<file path="config.mk">
export PLATFORM = sky130hd
export DESIGN_NAME = i2c_target_regport_flat
export DESIGN_NICKNAME = d
export VERILOG_FILES = /design/src/rtl/i2c_target_regport_if.sv /design/src/rtl/i2c_target_regport.sv /design/src/flat_wrapper.sv
export SDC_FILE = /design/constraint.sdc
export NUM_CORES = 1
export LEC_CHECK = 0
export BUFFER_PORTS_ARGS = -buffer_cell sky130_fd_sc_hd__buf_4
export CAP_MARGIN = 40
export CORE_ASPECT_RATIO = 0.6
export CORE_UTILIZATION = 50
export CTS_BUF_LIST = sky130_fd_sc_hd__clkbuf_4
export CTS_CLUSTER_SIZE = 12
export DETAILED_ROUTE_END_ITERATION = 8
export GPL_TIMING_DRIVEN = 0
export PLACE_DENSITY = 0.71
export SETUP_SLACK_MARGIN = 0.3
export SKIP_LAST_GASP = 1
export SYNTH_ARGS = -nofsm -noshare
export SYNTH_HDL_FRONTEND = slang
export SYNTH_SLANG_ARGS = --single-unit
export TNS_END_PERCENT = 20
</file>
<file path="constraint.sdc">
create_clock -name i_clk -period 3.14 [get_ports i_clk]
set_input_delay 0.628 -clock i_clk [delete_from_list [all_inputs] [get_ports i_clk]]
set_output_delay 0.628 -clock i_clk [all_outputs]
set_load 0.01 [all_outputs]
</file>
<file path="src/rtl/i2c_target_regport_if.sv">
// i2c_target_regport_if
// Single-cycle register bus between the I2C target and an on-chip register bank.
//   reg_addr  : register address (the target's current pointer)
//   reg_wdata : write data, qualified by reg_we
//   reg_we    : one-cycle write strobe
//   reg_re    : one-cycle read strobe
//   reg_rdata : read data, valid exactly one clock after reg_re
// Modports: master = I2C target side, slave = register bank side.
interface i2c_target_regport_if;
  logic [7:0] reg_addr;
  logic [7:0] reg_wdata;
  logic       reg_we;
  logic       reg_re;
  logic [7:0] reg_rdata;

  modport master (output reg_addr, output reg_wdata, output reg_we,
                  output reg_re, input reg_rdata);
  modport slave  (input reg_addr, input reg_wdata, input reg_we,
                  input reg_re, output reg_rdata);
endinterface

</file>
<file path="src/rtl/i2c_target_regport.sv">
// i2c_target_regport
// I2C target endpoint: oversamples SCL/SDA on i_clk, detects START/STOP,
// matches a 7-bit device address and turns write/read transfers into
// single-cycle strobes on a register bus, through an 8-bit auto-incrementing
// register pointer (wraps 0xFF -> 0x00).
// Ports:
//   i_clk, i_rst        : system clock, synchronous active-high reset
//   i_scl, i_sda        : raw pad inputs
//   o_sda_oe, o_scl_oe  : open-drain pull-down enables (1 = pull low)
//   regbus              : register bus (master modport)
//   o_busy              : addressed and inside a transfer
//   o_start_det         : one-cycle pulse per START / repeated START
//   o_stop_det          : one-cycle pulse per STOP
// Optional feature macro: I2C_TGT_STRETCH_EN -- hold SCL low on entry to a
// read byte until the read data has been latched. Without it o_scl_oe is 0.
module i2c_target_regport #(
  parameter logic [6:0] DEV_ADDR    = 7'h1D,
  parameter int         SYNC_STAGES = 2
) (
  input  logic                        i_clk,
  input  logic                        i_rst,
  input  logic                        i_scl,
  input  logic                        i_sda,
  output logic                        o_sda_oe,
  output logic                        o_scl_oe,
  i2c_target_regport_if.master        regbus,
  output logic                        o_busy,
  output logic                        o_start_det,
  output logic                        o_stop_det
);

  typedef enum logic [3:0] {
    S_IDLE, S_ADDR, S_ADDR_ACK, S_REG, S_REG_ACK,
    S_WDATA, S_WDATA_ACK, S_RDATA, S_MACK, S_IGNORE
  } state_e;

  logic [SYNC_STAGES-1:0] scl_sync_q, sda_sync_q;
  logic                   scl_hist_q, sda_hist_q;
  logic                   scl_s, sda_s, scl_rise, scl_fall, start_c, stop_c;

  state_e     state_q, state_d;
  logic [2:0] bit_cnt_q, bit_cnt_d;
  logic [7:0] shift_q, shift_d, ptr_q, ptr_d, wdata_q, wdata_d, rx_byte;
  logic       rw_q, rw_d, ack_rose_q, ack_rose_d, sda_oe_q, sda_oe_d;
  logic       we_q, we_d, re_q, re_d, rd_lat_q, rd_lat_d;
  logic       start_det_q, start_det_d, stop_det_q, stop_det_d, rd_entry;
`ifdef I2C_TGT_STRETCH_EN
  logic       scl_oe_q, scl_oe_d;
`endif

  // Flops reset to 1 so a reset looks like an idle bus and cannot fake an edge.
  always_ff @(posedge i_clk) begin
    if (i_rst) begin
      scl_sync_q <= '1;
      sda_sync_q <= '1;
      scl_hist_q <= 1'b1;
      sda_hist_q <= 1'b1;
    end else begin
      scl_sync_q <= {scl_sync_q[SYNC_STAGES-2:0], i_scl};
      sda_sync_q <= {sda_sync_q[SYNC_STAGES-2:0], i_sda};
      scl_hist_q <= scl_sync_q[SYNC_STAGES-1];
      sda_hist_q <= sda_sync_q[SYNC_STAGES-1];
    end
  end

  assign scl_s    = scl_sync_q[SYNC_STAGES-1];
  assign sda_s    = sda_sync_q[SYNC_STAGES-1];
  assign scl_rise = scl_s & ~scl_hist_q;
  assign scl_fall = ~scl_s & scl_hist_q;
  assign start_c  = scl_s & scl_hist_q & sda_hist_q & ~sda_s;
  assign stop_c   = scl_s & scl_hist_q & ~sda_hist_q & sda_s;
  assign rx_byte  = {shift_q[6:0], sda_s};

  always_ff @(posedge i_clk) begin
    if (i_rst) begin
      state_q     <= S_IDLE;
      bit_cnt_q   <= 3'd0;
      shift_q     <= 8'h00;
      ptr_q       <= 8'h00;
      wdata_q     <= 8'h00;
      rw_q        <= 1'b0;
      ack_rose_q  <= 1'b0;
      sda_oe_q    <= 1'b0;
      we_q        <= 1'b0;
      re_q        <= 1'b0;
      rd_lat_q    <= 1'b0;
      start_det_q <= 1'b0;
      stop_det_q  <= 1'b0;
`ifdef I2C_TGT_STRETCH_EN
      scl_oe_q    <= 1'b0;
`endif
    end else begin
      state_q     <= state_d;
      bit_cnt_q   <= bit_cnt_d;
      shift_q     <= shift_d;
      ptr_q       <= ptr_d;
      wdata_q     <= wdata_d;
      rw_q        <= rw_d;
      ack_rose_q  <= ack_rose_d;
      sda_oe_q    <= sda_oe_d;
      we_q        <= we_d;
      re_q        <= re_d;
      rd_lat_q    <= rd_lat_d;
      start_det_q <= start_det_d;
      stop_det_q  <= stop_det_d;
`ifdef I2C_TGT_STRETCH_EN
      scl_oe_q    <= scl_oe_d;
`endif
    end
  end

  always_comb begin
    state_d     = state_q;
    bit_cnt_d   = bit_cnt_q;
    shift_d     = shift_q;
    ptr_d       = ptr_q;
    wdata_d     = wdata_q;
    rw_d        = rw_q;
    ack_rose_d  = ack_rose_q;
    sda_oe_d    = sda_oe_q;
    we_d        = 1'b0;
    re_d        = 1'b0;
    rd_lat_d    = re_q;
    start_det_d = 1'b0;
    stop_det_d  = 1'b0;
    rd_entry    = 1'b0;
`ifdef I2C_TGT_STRETCH_EN
    scl_oe_d    = scl_oe_q;
`endif

    // Pointer advances the cycle after a write strobe, so the strobe sees the old value.
    if (we_q) ptr_d = ptr_q + 8'd1;

    // rd_lat_q is the cycle in which the bank presents read data.
    if (rd_lat_q) begin
      shift_d = regbus.reg_rdata;
`ifdef I2C_TGT_STRETCH_EN
      if (scl_oe_q) begin
        scl_oe_d = 1'b0;
        sda_oe_d = ~regbus.reg_rdata[7];
      end
`endif
    end

    if (start_c) begin
      state_d     = S_ADDR;
      bit_cnt_d   = 3'd7;
      ack_rose_d  = 1'b0;
      sda_oe_d    = 1'b0;
      start_det_d = 1'b1;
`ifdef I2C_TGT_STRETCH_EN
      scl_oe_d    = 1'b0;
`endif
    end else if (stop_c) begin
      state_d    = S_IDLE;
      sda_oe_d   = 1'b0;
      stop_det_d = 1'b1;
`ifdef I2C_TGT_STRETCH_EN
      scl_oe_d   = 1'b0;
`endif
    end else begin
      case (state_q)
        S_ADDR, S_REG, S_WDATA: begin
          if (scl_rise) begin
            shift_d = rx_byte;
            if (bit_cnt_q != 3'd0) begin
              bit_cnt_d = bit_cnt_q - 3'd1;
            end else begin
              ack_rose_d = 1'b0;
              if (state_q == S_ADDR) begin
                rw_d    = rx_byte[0];
                state_d = (rx_byte[7:1] == DEV_ADDR) ? S_ADDR_ACK : S_IGNORE;
              end else if (state_q == S_REG) begin
                ptr_d   = rx_byte;
                state_d = S_REG_ACK;
              end else begin
                wdata_d = rx_byte;
                state_d = S_WDATA_ACK;
              end
            end
          end
        end
        // ACK phase: pull SDA on the first fall, act on the rise, leave on the next fall.
        S_ADDR_ACK, S_REG_ACK, S_WDATA_ACK: begin
          if (scl_rise) begin
            ack_rose_d = 1'b1;
            if (state_q == S_ADDR_ACK && rw_q) re_d = 1'b1;
            if (state_q == S_WDATA_ACK) we_d = 1'b1;
          end else if (scl_fall) begin
            if (!ack_rose_q) begin
              sda_oe_d = 1'b1;
            end else begin
              ack_rose_d = 1'b0;
              bit_cnt_d  = 3'd7;
              sda_oe_d   = 1'b0;
              if (state_q == S_ADDR_ACK && rw_q) begin
                state_d  = S_RDATA;
                rd_entry = 1'b1;
              end else begin
                state_d = (state_q == S_ADDR_ACK) ? S_REG : S_WDATA;
              end
            end
          end
        end
        S_RDATA: begin
          if (scl_fall) begin
            sda_oe_d = ~shift_q[7];
          end else if (scl_rise) begin
            shift_d = {shift_q[6:0], 1'b0};
            if (bit_cnt_q != 3'd0) begin
              bit_cnt_d = bit_cnt_q - 3'd1;
            end else begin
              ack_rose_d = 1'b0;
              state_d    = S_MACK;
            end
          end
        end
        S_MACK: begin
          if (scl_rise) begin
            if (!sda_s) begin
              ack_rose_d = 1'b1;
              ptr_d      = ptr_q + 8'd1;
              re_d       = 1'b1;
            end else begin
              state_d = S_IGNORE;
            end
          end else if (scl_fall) begin
            if (!ack_rose_q) begin
              sda_oe_d = 1'b0;
            end else begin
              ack_rose_d = 1'b0;
              bit_cnt_d  = 3'd7;
              state_d    = S_RDATA;
              rd_entry   = 1'b1;
            end
          end
        end
        default: sda_oe_d = 1'b0;
      endcase

      // First bit of a read byte goes out on the fall that enters RDATA.
      if (rd_entry) begin
`ifdef I2C_TGT_STRETCH_EN
        if (re_q) begin
          scl_oe_d = 1'b1;
          sda_oe_d = 1'b0;
        end else begin
          sda_oe_d = ~shift_d[7];
        end
`else
        sda_oe_d = ~shift_d[7];
`endif
      end
    end
  end

  assign o_sda_oe         = sda_oe_q;
`ifdef I2C_TGT_STRETCH_EN
  assign o_scl_oe         = scl_oe_q;
`else
  assign o_scl_oe         = 1'b0;
`endif
  assign regbus.reg_addr  = ptr_q;
  assign regbus.reg_wdata = wdata_q;
  assign regbus.reg_we    = we_q;
  assign regbus.reg_re    = re_q;
  assign o_busy           = state_q inside {S_ADDR_ACK, S_REG, S_REG_ACK, S_WDATA,
                                            S_WDATA_ACK, S_RDATA, S_MACK};
  assign o_start_det      = start_det_q;
  assign o_stop_det       = stop_det_q;

endmodule

</file>
<file path="src/flat_wrapper.sv">
// flat-port wrapper written by rule: the top's interface ports become plain ports
module i2c_target_regport_flat 
#(
  parameter logic [6:0] DEV_ADDR    = 7'h1D,
  parameter int         SYNC_STAGES = 2
)
  (i_clk, i_rst, i_scl, i_sda, o_sda_oe, o_scl_oe, o_busy, o_start_det, o_stop_det, regbus_reg_addr, regbus_reg_wdata, regbus_reg_we, regbus_reg_re, regbus_reg_rdata);
  i2c_target_regport_if regbus_i ();
  input  logic i_clk;
  input  logic i_rst;
  input  logic i_scl;
  input  logic i_sda;
  output logic o_sda_oe;
  output logic o_scl_oe;
  output logic o_busy;
  output logic o_start_det;
  output logic o_stop_det;
  output wire logic [$bits(regbus_i.reg_addr)-1:0] regbus_reg_addr;
  output wire logic [$bits(regbus_i.reg_wdata)-1:0] regbus_reg_wdata;
  output wire logic [$bits(regbus_i.reg_we)-1:0] regbus_reg_we;
  output wire logic [$bits(regbus_i.reg_re)-1:0] regbus_reg_re;
  input wire logic [$bits(regbus_i.reg_rdata)-1:0] regbus_reg_rdata;
  assign regbus_reg_addr = regbus_i.reg_addr;
  assign regbus_reg_wdata = regbus_i.reg_wdata;
  assign regbus_reg_we = regbus_i.reg_we;
  assign regbus_reg_re = regbus_i.reg_re;
  assign regbus_i.reg_rdata = regbus_reg_rdata;
  i2c_target_regport #(.DEV_ADDR(DEV_ADDR), .SYNC_STAGES(SYNC_STAGES)) u_core (.i_clk(i_clk), .i_rst(i_rst), .i_scl(i_scl), .i_sda(i_sda), .o_sda_oe(o_sda_oe), .o_scl_oe(o_scl_oe), .regbus(regbus_i), .o_busy(o_busy), .o_start_det(o_start_det), .o_stop_det(o_stop_det));
endmodule
</file>
# --- Yosys cells after proc, flatten, opt, wreduce, memory -nomap -nowiden ---
# Cells that the tools add are included.
totals:
  register_bits: 45
  latch_bits: 0
  mem_bits_rw: 0
  rom_bits: 0
  inputBits: 12
  out_inout_bits: 23
  wordCells: 185
  memories: 0
classes:
  add_sub_neg: 2
  mul: 0
  div: 0
  order_cmp: 0
  eq_ne: 44
  shift: 0
  mux: 82
  n_bitwise: 20
  n_reduce_logical: 19
op_table:
  columns: ["operator", "count"]
  rows:
  - ["8-bit 2-to-1 mux", 17]
  - ["4-bit 2-to-1 mux", 15]
  - ["1-bit 2-to-1 mux", 32]
  - ["8-bit case mux with 2 select lines", 2]
  - ["3-bit 2-to-1 mux", 9]
  - ["12-bit AND reduction", 2]
  - ["3-bit inequality test, second input constant", 6]
  - ["4-bit by 3-bit equality test with 1-bit output, second input constant", 4]
  - ["4-bit by 1-bit inequality test with 1-bit output, second input constant", 4]
  - ["4-bit case mux with 4 select lines", 1]
  - ["3-bit by 1-bit inequality test with 1-bit output, second input constant", 5]
  - ["7-bit AND reduction", 2]
  - ["1-bit NOT", 13]
  - ["2-bit by 1-bit inequality test with 1-bit output, second input constant", 6]
  - ["6-bit AND reduction", 2]
  - ["5-bit by 1-bit inequality test with 1-bit output, second input constant", 2]
  - ["3-bit by 2-bit inequality test with 1-bit output, second input constant", 3]
  - ["3-bit case mux with 3 select lines", 1]
  - ["3-bit OR reduction", 3]
  - ["8-bit by 1-bit adder with 8-bit output, second input constant", 1]
  - ["4-bit by 2-bit equality test with 1-bit output, second input constant", 2]
  - ["2-bit inequality test, second input constant", 4]
  - ["4-bit by 2-bit inequality test with 1-bit output, second input constant", 2]
  - ["4-bit inequality test, second input constant", 2]
  - ["other kinds (18)", 27]

# --- Depth between registers and ports, before layout ---
logic_depth:
  depth_word: 11
  ltp_mapped: 9
  depth_no_buf: 7

# --- Worst setup path after synthesis ---
# No wires, ideal clock.
synth_path:
  path_type: "register to register"
  from: "register u_core.state_q[0]"
  to: "register u_core.state_q[3]"
  setup_time_ns: 0.103
  t_arrival_ns: 1.747
  setup_slack_ns: 1.289
  path_stages_with_launch: 8
  n_path_buf: 2
  period_less_slack_ns: 1.851
  path_cell_list: "dfxtp_1 buf_6 or4b_1 buf_2 nor3_4 a21o_2 nor4_1 a2111oi_2"
synth_between:
  elab_chain_cells: 5
synth_lines:
  columns: ["item", "line", "source"]
  rows:
  - ["start, declared", "i2c_target_regport.sv:41", "state_e state_q, state_d;"]
  - ["start signal, assigned", "i2c_target_regport.sv:93", "state_q <= state_d;"]
  - ["4-bit by 1-bit equality test with 1-bit output", "i2c_target_regport.sv:162, i2c_target_regport.sv:170", null]
  - ["4-bit 2-to-1 mux", "i2c_target_regport.sv:170", "if (state_q == S_ADDR) begin"]
  - ["4-bit 2-to-1 mux", "i2c_target_regport.sv:166", "if (bit_cnt_q != 3'd0) begin"]
  - ["4-bit 2-to-1 mux", "i2c_target_regport.sv:164", "if (scl_rise) begin"]
  - ["4-bit case mux with 4 select lines", "i2c_target_regport.sv:162", "case (state_q)"]
# Parallel ways exist; a longest one is shown, timed or not. The select of a mux whose other input is x is not followed.
# A chain may end at the register's enable or synchronous reset.

# --- Worst setup path in the final report ---
layout_path:
  from: "register u_core.state_q[1]"
  to: "output port o_busy"
layout_between:
  elab_chain_cells: 2
layout_lines:
  columns: ["item", "line", "source"]
  rows:
  - ["4-bit by 2-bit equality test with 1-bit output, or another cell as far along", "i2c_target_regport.sv:267", "assign o_busy = state_q inside {S_ADDR_ACK, S_REG, S_REG_ACK, S_WDATA,"]
  - ["7-bit nonzero test (*)", "i2c_target_regport.sv:267", null]
  - ["end, declared", "flat_wrapper.sv:15", "output logic o_busy;"]
# Mark *: on every way between the ends. The rest lies on a longest branch, timed or not.

==> flow_metrics.py <==
metrics = {
    "power": {
        "vdd_drop_max_v": 0.000378,
        "p_total_mw": 1.64,
        "p_clk_share_pct": 22.2,
        "p_comb_share_pct": 39.1,
        "p_leak_nw": 1.23,
        "p_int_mw": 1.01,
        "p_switching_mw": 0.630,
        "sw_frac_of_total_pct": 38.3,
        "seqPwrFrac_pct": 38.7,
        "power.density_mw_per_mm2": 548,
    },
    "global_route": {
        "overflow": 0,
        "antenna_found_initial": 0,
        "grt_pass1_wl_um": 11300,
        "grt_pass1_vias": 2155,
        "grt_max_degree": 15,
        "grt_usage_pct": 27.2,
    },
    "synthesis": {
        "ys.flop_type": "dfxtp_1",
        "seq_area_frac_synth_pct": 34.7,
        "syn_inst": 311,
        "netlist_area_mm2": 0.00260,
        "synth_warnings": 0,
        "synth-edff-count": 0,
        "yosysUniqueCellTypes": 59,
        "synth-async-reset-ratio_pct": 0,
        "syn_area_per_cell_um2": 8.36,
        "ys_ff_latch": 45,
        "syn_nets": 326,
    },
    "cells_and_area": {
        "nNetsFinal": 366,
        "n_antenna_cell": 0,
        "final_cell_area_mm2": 0.00300,
        "num-fill-cells": 455,
        "syn_to_final_growth_pct": 15.5,
        "final_common_cell": "dfxtp_1",
        "multiInputGateArea_mm2": 0.00158,
        "layout_common_cells": "45 x dfxtp_1, 41 x nor2_1, 34 x buf_4, 20 x mux2i_1, 19 x nand2_1",
        "seq_area_um2": 901,
        "drive_gt1_share_pct": 16.5,
    },
    "critical_path": {
        "path_max_fanout": 7,
        "cp_slowest_stage_delay_ps": 520,
        "crit_path_end_kind": "output port",
        "reg2reg_depth": 5,
        "cp.required_ps": 2510,
        "cp_top_family": "simple AND/OR/NAND/NOR gates",
        "crit_type": "reg -> out",
        "crit_arrival_ps": 1750,
        "cp.depth": 4,
        "path_cells": "or4b_1 > buf_2 > o21ai_0 > buf_4",
        "start_kind": "flop",
        "crit_buf_inv": 2,
        "slowest_stage": "or4b_1",
    },
    "die": {
        "core_area_mm2": 0.00478,
        "row_count": 19,
        "start_util_pct": 54.4,
        "io_pins": 35,
        "die-area_mm2": 0.00550,
        "die_w_um": 95.1,
        "die_y_um": 57.8,
    },
    "timing": {
        "slew_headroom_pct": 44.6,
        "finalSetupViolations": 0,
        "fin_crit_ps": 2380,
        "slew_viol_final": 0,
        "hold_viol": 0,
        "post-route-period-util_pct": 75.8,
        "hold_ws_ps": 427,
        "finalSetupTns_ps": 0,
        "worst_pin_slew_ps": 828,
        "finalWorstSetupSlack_ps": 761,
        "clock.fmax_mhz": 420,
        "rsz0062_at_grt": "no",
        "skew_ps": 5.17,
    },
    "cts": {
        "htree_num_levels": 2,
        "cts-root-buf": "clkbuf_4",
        "tritoncts": "built",
        "cts_resized": 0,
        "hold_buffers": 0,
        "post_cts_buffers": 0,
        "clkTransAtPathRegs_ps": 140,
        "cts_made_buffers": 5,
        "clockBufferDepth": 2,
        "clock_sinks": 45,
        "clk_latency_ps": 360,
    },
    "placement": {
        "port_buffers": 33,
        "hpwl_um": 5260,
        "dpl-instance-area_mm2": 0.00293,
        "place_congestion": 0.971,
        "place_ws_ps": 948,
    },
    "routing": {
        "drtAntennaViolNets": 0,
        "drt-initial-drc-count": 205,
        "vias_per_cell": 6.07,
        "firstDrtPassIters": 5,
        "routed_wl_um": 7160,
        "routedWlPerCell_um": 17.3,
        "vias": 2512,
        "remaining_drc_errors": 0,
    },
    "flow_run": {
        "cap_violations": 0,
    },
    "run_status": {
        "status": "complete, no violations",
    },
    "hold_path": {
        "holdCritPathClass": "reg -> reg",
        "whs_path_depth": 1,
    },
}
[final cells by class]
cell class / count / share of cell area (%)
sequential: 45 / 30.0
tap: 63 / 2.63
multi-input combinational: 238 / 52.5
timing repair buffer: 33 / 8.25
buffer: 25 / 3.67
inverter: 3 / 0.375
clock buffer: 5 / 1.25
clock inverter: 2 / 1.29
[per-stage QoR]
| stage | instances | utilization [%] |
|---|---|---|
| 4_1_cts | 414 | 62.8 |
| 3_3_place_gp | 407 | 61.2 |
| 3_5_place_dp | 407 | 61.2 |
| 2_1_floorplan | 311 | - |
| 5_1_grt | 414 | 62.8 |
| 6_report | 414 | 62.8 |
[cell usage after synthesis (3+ instances only)]
cell      instances  area (µm²)
o32ai_1           4        35.0
nand2_1          19        71.3
ha_1              3        37.5
nand4_1           7        43.8
nand3_1           8        40.0
nor3_1            3        15.0
a21oi_1          12        60.1
a211oi_1          9        67.6
nand3b_1          5        37.5
a311oi_1          4        35.0
o211ai_1          4        30.0
nor2b_1           9        56.3
nor2_1           41         154
nand2b_1          6        37.5
xnor2_1           5        43.8
mux2i_1          20         200
dfxtp_1          45         901
a31oi_1           4        25.0
nor3b_1           3        22.5
o21ai_1           8        40.0
inv_1             3        11.3
buf_2             4        20.0
a22oi_1           8        60.1
o21ai_0           5        25.0
nor4_1            3        18.8
or2_2             6        37.5
xor2_1            8        70.1
clkbuf_1         17        63.8
[metal layers]
metal	up-vias	global-route usage (%)	routed length [µm]	share of wire, %
met5	-	0	0	0
met4	0	6.28	46	0.64
met3	8	7.48	746	10
met2	133	33.8	2740	38
met1	1155	44.5	3620	51
li1	1216	-	-	-
[logic make-up (layout without fill, tap and decap cells)]
family | count (synthesis) | after routing | share of synthesized area (%)
and+or+nand+nor | 126 | 126 | 26.7
AOI/OAI and AO/OA | 75 | 75 | 20.3
DFF | 45 | 45 | 34.7
buffers and inverters | 28 | 68 | 4.67
muxes | 20 | 20 | 7.70
xor gates and xnor gates | 13 | 13 | 4.38
adders and majority gates | 3 | 3 | 1.44
other | 1 | 1 | 0.144
[power groups by stage]
| stage | Clock (mW) | Combinational [mW] | Sequential (mW) |
|---|---|---|---|
| after floorplan | 0 | 0.455 | 0.641 |
| after global placement | 0 | 0.616 | 0.646 |
| after detailed placement | 0 | 0.618 | 0.647 |
| after CTS | 0.374 | 0.623 | 0.635 |
| after global routing | 0.397 | 0.706 | 0.640 |
| final | 0.365 | 0.643 | 0.636 |
[sequential cells by signal, summed over array words and instances (netlist names), 2 cells and up]
| name | flops |
|---|---|
| u_core.sda_sync_q | 2 |
| u_core.scl_sync_q | 2 |
| u_core.bit_cnt_q | 3 |
| u_core.state_q | 4 |
| u_core.regbus.reg_addr | 8 |
| u_core.shift_q | 8 |
| u_core.regbus.reg_wdata | 8 |
[worst paths after layout]
kind                         from                        end  slack (ps)
max             u_core.state_q[1]                     o_busy         760
min          u_core.sda_sync_q[0]       u_core.sda_sync_q[1]         430
max reg2reg  u_core.sda_sync_q[1]  u_core.regbus.reg_addr[4]         780
min reg2reg  u_core.sda_sync_q[0]       u_core.sda_sync_q[1]         430
Note: power is estimated with default switching activity, not from simulation.
